File: src/rtl/bsg_cache_dma_mem_tester.sv
// DRAM bring-up traffic generator/checker on the bsg_cache DMA interface.
// Writes num_bursts_p patterned bursts, reads them back and reports mismatches.
module bsg_cache_dma_mem_tester #(
    parameter int              addr_width_p = 28,
    parameter int              data_width_p = 64,
    parameter int              burst_len_p  = 8,
    parameter int              num_bursts_p = 16,
    parameter longint unsigned base_addr_p  = 'h100,
    parameter longint unsigned stride_p     = burst_len_p * data_width_p / 8,
    parameter int              timeout_p    = 1024
) (
    input  logic                           clk_i,
    input  logic                           reset_i,
    input  logic                           start_i,
    input  logic [1:0]                     mode_i,
    output logic [addr_width_p:0]          dma_pkt_o,
    output logic                           dma_pkt_v_o,
    input  logic                           dma_pkt_yumi_i,
    output logic [data_width_p-1:0]        dma_data_o,
    output logic                           dma_data_v_o,
    input  logic                           dma_data_yumi_i,
    input  logic [data_width_p-1:0]        dma_data_i,
    input  logic                           dma_data_v_i,
    output logic                           dma_data_ready_and_o,
    output logic                           done_o,
    output logic                           pass_o,
    output logic                           timeout_o,
    output logic [15:0]                    error_count_o,
    output logic [addr_width_p-1:0]        fail_addr_o,
    output logic [$clog2(burst_len_p)-1:0] fail_beat_o
);

    localparam int beat_w  = $clog2(burst_len_p);
    localparam int burst_w = (num_bursts_p > 1) ? $clog2(num_bursts_p) : 1;
    localparam int cnt_w   = $clog2(timeout_p + 1);

    localparam logic [2:0] IDLE    = 3'd0;
    localparam logic [2:0] WR_PKT  = 3'd1;
    localparam logic [2:0] WR_DATA = 3'd2;
    localparam logic [2:0] RD_PKT  = 3'd3;
    localparam logic [2:0] RD_DATA = 3'd4;
    localparam logic [2:0] DONE    = 3'd5;

    localparam logic [beat_w-1:0]  last_beat  = beat_w'(burst_len_p - 1);
    localparam logic [burst_w-1:0] last_burst = burst_w'(num_bursts_p - 1);
    localparam logic [cnt_w-1:0]   to_last    = cnt_w'(timeout_p - 1);

    function automatic logic [addr_width_p-1:0] addr_of(input logic [burst_w-1:0] b);
        logic [63:0] a;
        a = 64'(base_addr_p) + 64'(b) * 64'(stride_p);
        return a[addr_width_p-1:0];
    endfunction

    function automatic logic [data_width_p-1:0] pattern(input logic [1:0] m,
                                                        input logic [burst_w-1:0] b,
                                                        input logic [beat_w-1:0] bt);
        logic [31:0]             g;
        logic [63:0]             la;
        logic [data_width_p-1:0] p0, p1, r;
        g  = 32'(b) * 32'(burst_len_p) + 32'(bt);
        la = 64'(addr_of(b)) + 64'(bt) * 64'(data_width_p / 8);
        p0 = '0;
        p0[31:0] = 32'hDEADBEEF;
        p0[data_width_p-1 -: 32] = g;
        p1 = '0;
        for (int i = 0; i < data_width_p / 32; i++) p1[i*32 +: 32] = la[31:0];
        case (m)
            2'd0:    r = p0;
            2'd1:    r = p1;
            2'd2:    r = ~p0;
            default: r = {{(data_width_p-1){1'b0}}, 1'b1} << (g % 32'(data_width_p));
        endcase
        return r;
    endfunction

    logic [2:0]              state_r;
    logic [1:0]              mode_r;
    logic [burst_w-1:0]      burst_r;
    logic [beat_w-1:0]       beat_r;
    logic [cnt_w-1:0]        tcnt_r;
    logic [addr_width_p:0]   pkt_r;
    logic [data_width_p-1:0] data_r;
    logic                    done_r, pass_r, timeout_r;
    logic [15:0]             error_count_r;
    logic [addr_width_p-1:0] fail_addr_r;
    logic [beat_w-1:0]       fail_beat_r;

    logic active, hs, mismatch;

    assign dma_pkt_v_o          = (state_r == WR_PKT) || (state_r == RD_PKT);
    assign dma_data_v_o         = (state_r == WR_DATA);
    assign dma_data_ready_and_o = (state_r == RD_DATA);

    assign active   = dma_pkt_v_o || dma_data_v_o || dma_data_ready_and_o;
    assign hs       = (dma_pkt_v_o && dma_pkt_yumi_i)
                   || (dma_data_v_o && dma_data_yumi_i)
                   || (dma_data_ready_and_o && dma_data_v_i);
    assign mismatch = (dma_data_i != pattern(mode_r, burst_r, beat_r));

    always_ff @(posedge clk_i or posedge reset_i) begin
        if (reset_i) begin
            state_r       <= IDLE;
            mode_r        <= '0;
            burst_r       <= '0;
            beat_r        <= '0;
            tcnt_r        <= '0;
            pkt_r         <= '0;
            data_r        <= '0;
            done_r        <= 1'b0;
            pass_r        <= 1'b0;
            timeout_r     <= 1'b0;
            error_count_r <= '0;
            fail_addr_r   <= '0;
            fail_beat_r   <= '0;
        end else begin
            case (state_r)
                IDLE, DONE: if (start_i) begin
                    mode_r        <= mode_i;
                    burst_r       <= '0;
                    beat_r        <= '0;
                    done_r        <= 1'b0;
                    pass_r        <= 1'b0;
                    timeout_r     <= 1'b0;
                    error_count_r <= '0;
                    fail_addr_r   <= '0;
                    fail_beat_r   <= '0;
                    pkt_r         <= {1'b1, addr_of('0)};
                    state_r       <= WR_PKT;
                end
                WR_PKT: if (dma_pkt_yumi_i) begin
                    data_r  <= pattern(mode_r, burst_r, '0);
                    state_r <= WR_DATA;
                end
                WR_DATA: if (dma_data_yumi_i) begin
                    if (beat_r == last_beat) begin
                        beat_r <= '0;
                        if (burst_r == last_burst) begin
                            burst_r <= '0;
                            pkt_r   <= {1'b0, addr_of('0)};
                            state_r <= RD_PKT;
                        end else begin
                            burst_r <= burst_r + 1'b1;
                            pkt_r   <= {1'b1, addr_of(burst_r + 1'b1)};
                            state_r <= WR_PKT;
                        end
                    end else begin
                        beat_r <= beat_r + 1'b1;
                        data_r <= pattern(mode_r, burst_r, beat_r + 1'b1);
                    end
                end
                RD_PKT: if (dma_pkt_yumi_i) state_r <= RD_DATA;
                RD_DATA: if (dma_data_v_i) begin
                    if (mismatch) begin
                        if (error_count_r != 16'hFFFF) error_count_r <= error_count_r + 16'd1;
                        if (error_count_r == '0) begin
                            fail_addr_r <= addr_of(burst_r);
                            fail_beat_r <= beat_r;
                        end
                    end
                    if (beat_r == last_beat) begin
                        beat_r <= '0;
                        if (burst_r == last_burst) begin
                            done_r  <= 1'b1;
                            pass_r  <= (error_count_r == '0) && !mismatch;
                            state_r <= DONE;
                        end else begin
                            burst_r <= burst_r + 1'b1;
                            pkt_r   <= {1'b0, addr_of(burst_r + 1'b1)};
                            state_r <= RD_PKT;
                        end
                    end else begin
                        beat_r <= beat_r + 1'b1;
                    end
                end
                default: state_r <= IDLE;
            endcase

            // Stall watchdog; every state entry coincides with a handshake or start.
            if (active && !hs) begin
                if (tcnt_r == to_last) begin
                    state_r   <= DONE;
                    timeout_r <= 1'b1;
                    done_r    <= 1'b1;
                    pass_r    <= 1'b0;
                end else begin
                    tcnt_r <= tcnt_r + 1'b1;
                end
            end else begin
                tcnt_r <= '0;
            end
        end
    end

    assign dma_pkt_o     = pkt_r;
    assign dma_data_o    = data_r;
    assign done_o        = done_r;
    assign pass_o        = pass_r;
    assign timeout_o     = timeout_r;
    assign error_count_o = error_count_r;
    assign fail_addr_o   = fail_addr_r;
    assign fail_beat_o   = fail_beat_r;

endmodule

File: config.mk
export PLATFORM = sky130hd
export DESIGN_NAME = bsg_cache_dma_mem_tester
export DESIGN_NICKNAME = d
export VERILOG_FILES = /design/src/rtl/bsg_cache_dma_mem_tester.sv
export SDC_FILE = /design/constraint.sdc
export NUM_CORES = 1
export LEC_CHECK = 0
export ABC_AREA = 0
export CAP_MARGIN = 10
export CORE_ASPECT_RATIO = 1.25
export CORE_MARGIN = 10
export CORE_UTILIZATION = 50
export DETAILED_ROUTE_END_ITERATION = 8
export GPL_TIMING_DRIVEN = 0
export HOLD_SLACK_MARGIN = 0.03
export MAX_ROUTING_LAYER = met4
export PLACE_DENSITY = 0.81
export SYNTH_ARGS = -nofsm -noshare
export SYNTH_HDL_FRONTEND = slang
export SYNTH_SLANG_ARGS = --single-unit
export TNS_END_PERCENT = 10
File: constraint.sdc
create_clock -name clk_i -period 7.1 [get_ports clk_i]
set_input_delay 0.71 -clock clk_i [delete_from_list [all_inputs] [get_ports clk_i]]
set_output_delay 0.71 -clock clk_i [all_outputs]
set_load 0.02 [all_outputs]
==> results.sh <==
export IMPL_status="finished, final reports clean"
export IMPL_start_util_pct=50.9
export IMPL_drv_slew=0
export IMPL_min_period_ps=5050
export IMPL_root_buffer="clkbuf_16"
export IMPL_dr_total_vias=9723
export IMPL_crit_fanout=7
export IMPL_grt_antenna_before_repair=1
export IMPL_yosys_area_top_type_share_pct=34.4
export IMPL_final_nets=1397
export IMPL_async_flop_share_pct=100
export IMPL_die_height_um=166
export IMPL_port_buffers=171
export IMPL_r2r_cells=13
export IMPL_yosysSeqAreaShare_pct=34.4
export IMPL_ctsHoldBuffers=0
export IMPL_cts_tree="done"
export IMPL_hold_viol=0
export IMPL_cts_sinks=118
export IMPL_cp_start_kind="flop"
export IMPL_reg2reg_to="error_count_o[0]"
export IMPL_synth_seq_cells=118
export IMPL_dp_cells=1508
export IMPL_arrival_ps=5360
export IMPL_power_leakage_nw=4.79
export IMPL_finClkSkew_ps=11.9
export IMPL_timing_rr_start="beat_r[0]"
export IMPL_synth_top_cells_by_count="nand2_1, dfrtp_1, o21ai_0"
export IMPL_row_count=53
export IMPL_stdcell_area_um2=11400
export IMPL_dieArea_um2=22800
export IMPL_drtPass1Iterations=8
export IMPL_fin_cells=1542
export IMPL_cts_max_path_buffers=2
export IMPL_postSynthAreaPerCell_um2=8.00
export IMPL_dp_hpwl_um=27700
export IMPL_hp_class="flop to flop"
export IMPL_rsz0062_at_grt="no"
export IMPL_max_clock_freq_ghz=0.198
export IMPL_cap_viol_max_count=0
export IMPL_setup_viol=0
export IMPL_core_um2=16800
export IMPL_drc=0
export IMPL_post_drt_via_cell_ratio=6.31
export IMPL_fill_cells=1373
export IMPL_synth_edf_count=0
export IMPL_min_to="dma_data_o[5]"
export IMPL_drt_initial_drc_count=1013
export IMPL_cts_max_level=4
export IMPL_power_total_mw=4.57
export IMPL_clk_pin_slew_worst_paths_ps=70
export IMPL_place_area_um2=10800
export IMPL_finalCritPeriodShare_pct=71.1
export IMPL_seq_area_um2=2950
export IMPL_post_cts_buffers=0
export IMPL_cts_resized=0
export IMPL_grt_max_degree=63
export IMPL_yosys_top_cells_area="dfrtp_1, nand2_1, o21ai_0"
export IMPL_worstMarginPinSlew_ps=1010
export IMPL_r2r_setup_slack_ps=2050
export IMPL_syn_area_um2=8570
export IMPL_clock_latency_ps=430
export IMPL_die_x_um=137
export IMPL_grt_pass1_vias=9411
export IMPL_synth_cell_types=75
export IMPL_multi_input_area_um2=4950
export IMPL_pin_count=218
export IMPL_vdd_ir_drop_worst_uv=275
export IMPL_post_drt_wl_per_cell_um=24.0
export IMPL_slowest_delay_ps=670
export IMPL_setup_worst_path_class="flop to flop"
export IMPL_hold_start="dma_data_o[5]"
export IMPL_synth_cells=1071
export IMPL_powerDensity_nw_per_um2=401
export IMPL_hold_depth=2
export IMPL_slowest_stage="nor4_2"
export IMPL_crit_top_cell="clkbuf_1"
export IMPL_slew_limit_headroom_pct=32.4
export IMPL_critPathTopFamily="simple AND/OR/NAND/NOR gates"
export IMPL_crit_required_ps=7410
export IMPL_gp_congestion=1.03
export IMPL_cts_buffers_inserted=17
export IMPL_grt_first_pass_wirelength_um=55400
export IMPL_drt_wl_total_um=37100
export IMPL_ys_flop_type="dfrtp_1"
export IMPL_yosysTopAreaCell="dfrtp_1"
export IMPL_yosysMostFrequentCell="nand2_1"
export IMPL_crit_chain="clkbuf_1 -> inv_1 -> ha_1 -> and2_1 -> clkbuf_1 -> a31oi_1 -> xnor2_1 -> or4_1 -> a211o_1 -> nor4_2 -> nand4_1 -> nand2_1 -> mux2_1"
export IMPL_hold_ws_ps=474
export IMPL_yosysWarningCount=0
export IMPL_area_growth_synth_to_final_pct=33.0
export IMPL_worst_path_buf_inv=3
export IMPL_critPathCaptureType="flop"
export IMPL_gr_total_overflow=0
export IMPL_drive_gt1_share_pct=9.46
export IMPL_track_usage_pct=32.0
export IMPL_fin_tns_setup_ps=0
export IMPL_ant_nets=0
-- layer usage --
metal / global-route usage [%] / share of wire (%) / vias to the layer above
met5: - / 0 / -
met4: 15.3 / 5.6 / 0
met3: 8.57 / 11 / 175
met2: 51.3 / 48 / 710
met1: 36.2 / 36 / 4568
li1: - / - / 4270
-- worst register-to-register path: cells and delay by family, from the launching register on --
kind                     cells  cell delay [ps]
flip-flops                   1              380
multiplexers                 1              340
adder cells (fa/ha/maj)      1              350
XOR/XNOR                     1              110
AND/OR/NAND/NOR              5             2120
AO/OA/AOI/OAI                2              690
buffers and inverters        3              950
-- worst max path at each step --
| stage | from | end | cells after the start |
|---|---|---|---|
| after floorplan | reset_i | beat_r[0] | 1 |
| after global placement | reset_i | tcnt_r[6] | 2 |
| after detailed placement | beat_r[0] | error_count_o[0] | 13 |
| after CTS | beat_r[0] | error_count_o[0] | 13 |
| after global routing | beat_r[0] | error_count_o[0] | 13 |
| final | beat_r[0] | error_count_o[0] | 13 |
-- layout by cell type (no fill, tap or decap), types with 22 or more instances in the layout --
master,n
clkdlybuf4s50_1,171
nand2_1,152
dfrtp_1,118
o21ai_0,89
a21oi_1,72
nor2_1,64
clkbuf_1,57
buf_4,53
conb_1,46
nand3_1,33
nor3_1,28
xnor2_1,22
-- state kept, by name, indices dropped and copies added (netlist names), 4 cells and up --
signal / count
error_count_o: 16
burst_r: 4
fail_addr_o: 5
dma_data_o: 64
tcnt_r: 11
dma_pkt_o: 4
-- per-stage QoR --
step           utilization (%)  setup WS, ps
2_1_floorplan                -          3260
5_1_grt                   67.7          2020
3_3_place_gp              63.7          1640
3_5_place_dp              63.9          2340
4_1_cts                   67.6          2320
6_report                  67.7          2050
-- report_power, final --
part / switching (mW) / internal [mW]
clock network: 0.383 / 0.570
logic: 1.66 / 0.922
registers: 0.157 / 0.886
total: 2.20 / 2.38
-- cell type report --
class                      instances  area share (%)
multi-input combinational        842            43.4
sequential                       118            25.9
timing repair buffer             173            15.3
buffer                           134            6.64
clock buffer                      17            3.73
tap                              220            2.41
clock inverter                    15            1.81
inverter                          22           0.768
antenna                            1          0.0220
-- kinds of logic after synthesis --
| group | count (synthesis) | synth area share (%) |
|---|---|---|
| other cells | 1 | 0.0437 |
| flops | 118 | 34.4 |
| compound gates | 297 | 22.0 |
| mux | 20 | 2.38 |
| buf+inv | 156 | 9.79 |
| fa+ha+maj | 17 | 2.48 |
| simple gates | 419 | 24.5 |
| xor+xnor | 43 | 4.39 |
No activity file was read; power rests on OpenSTA's default activity.
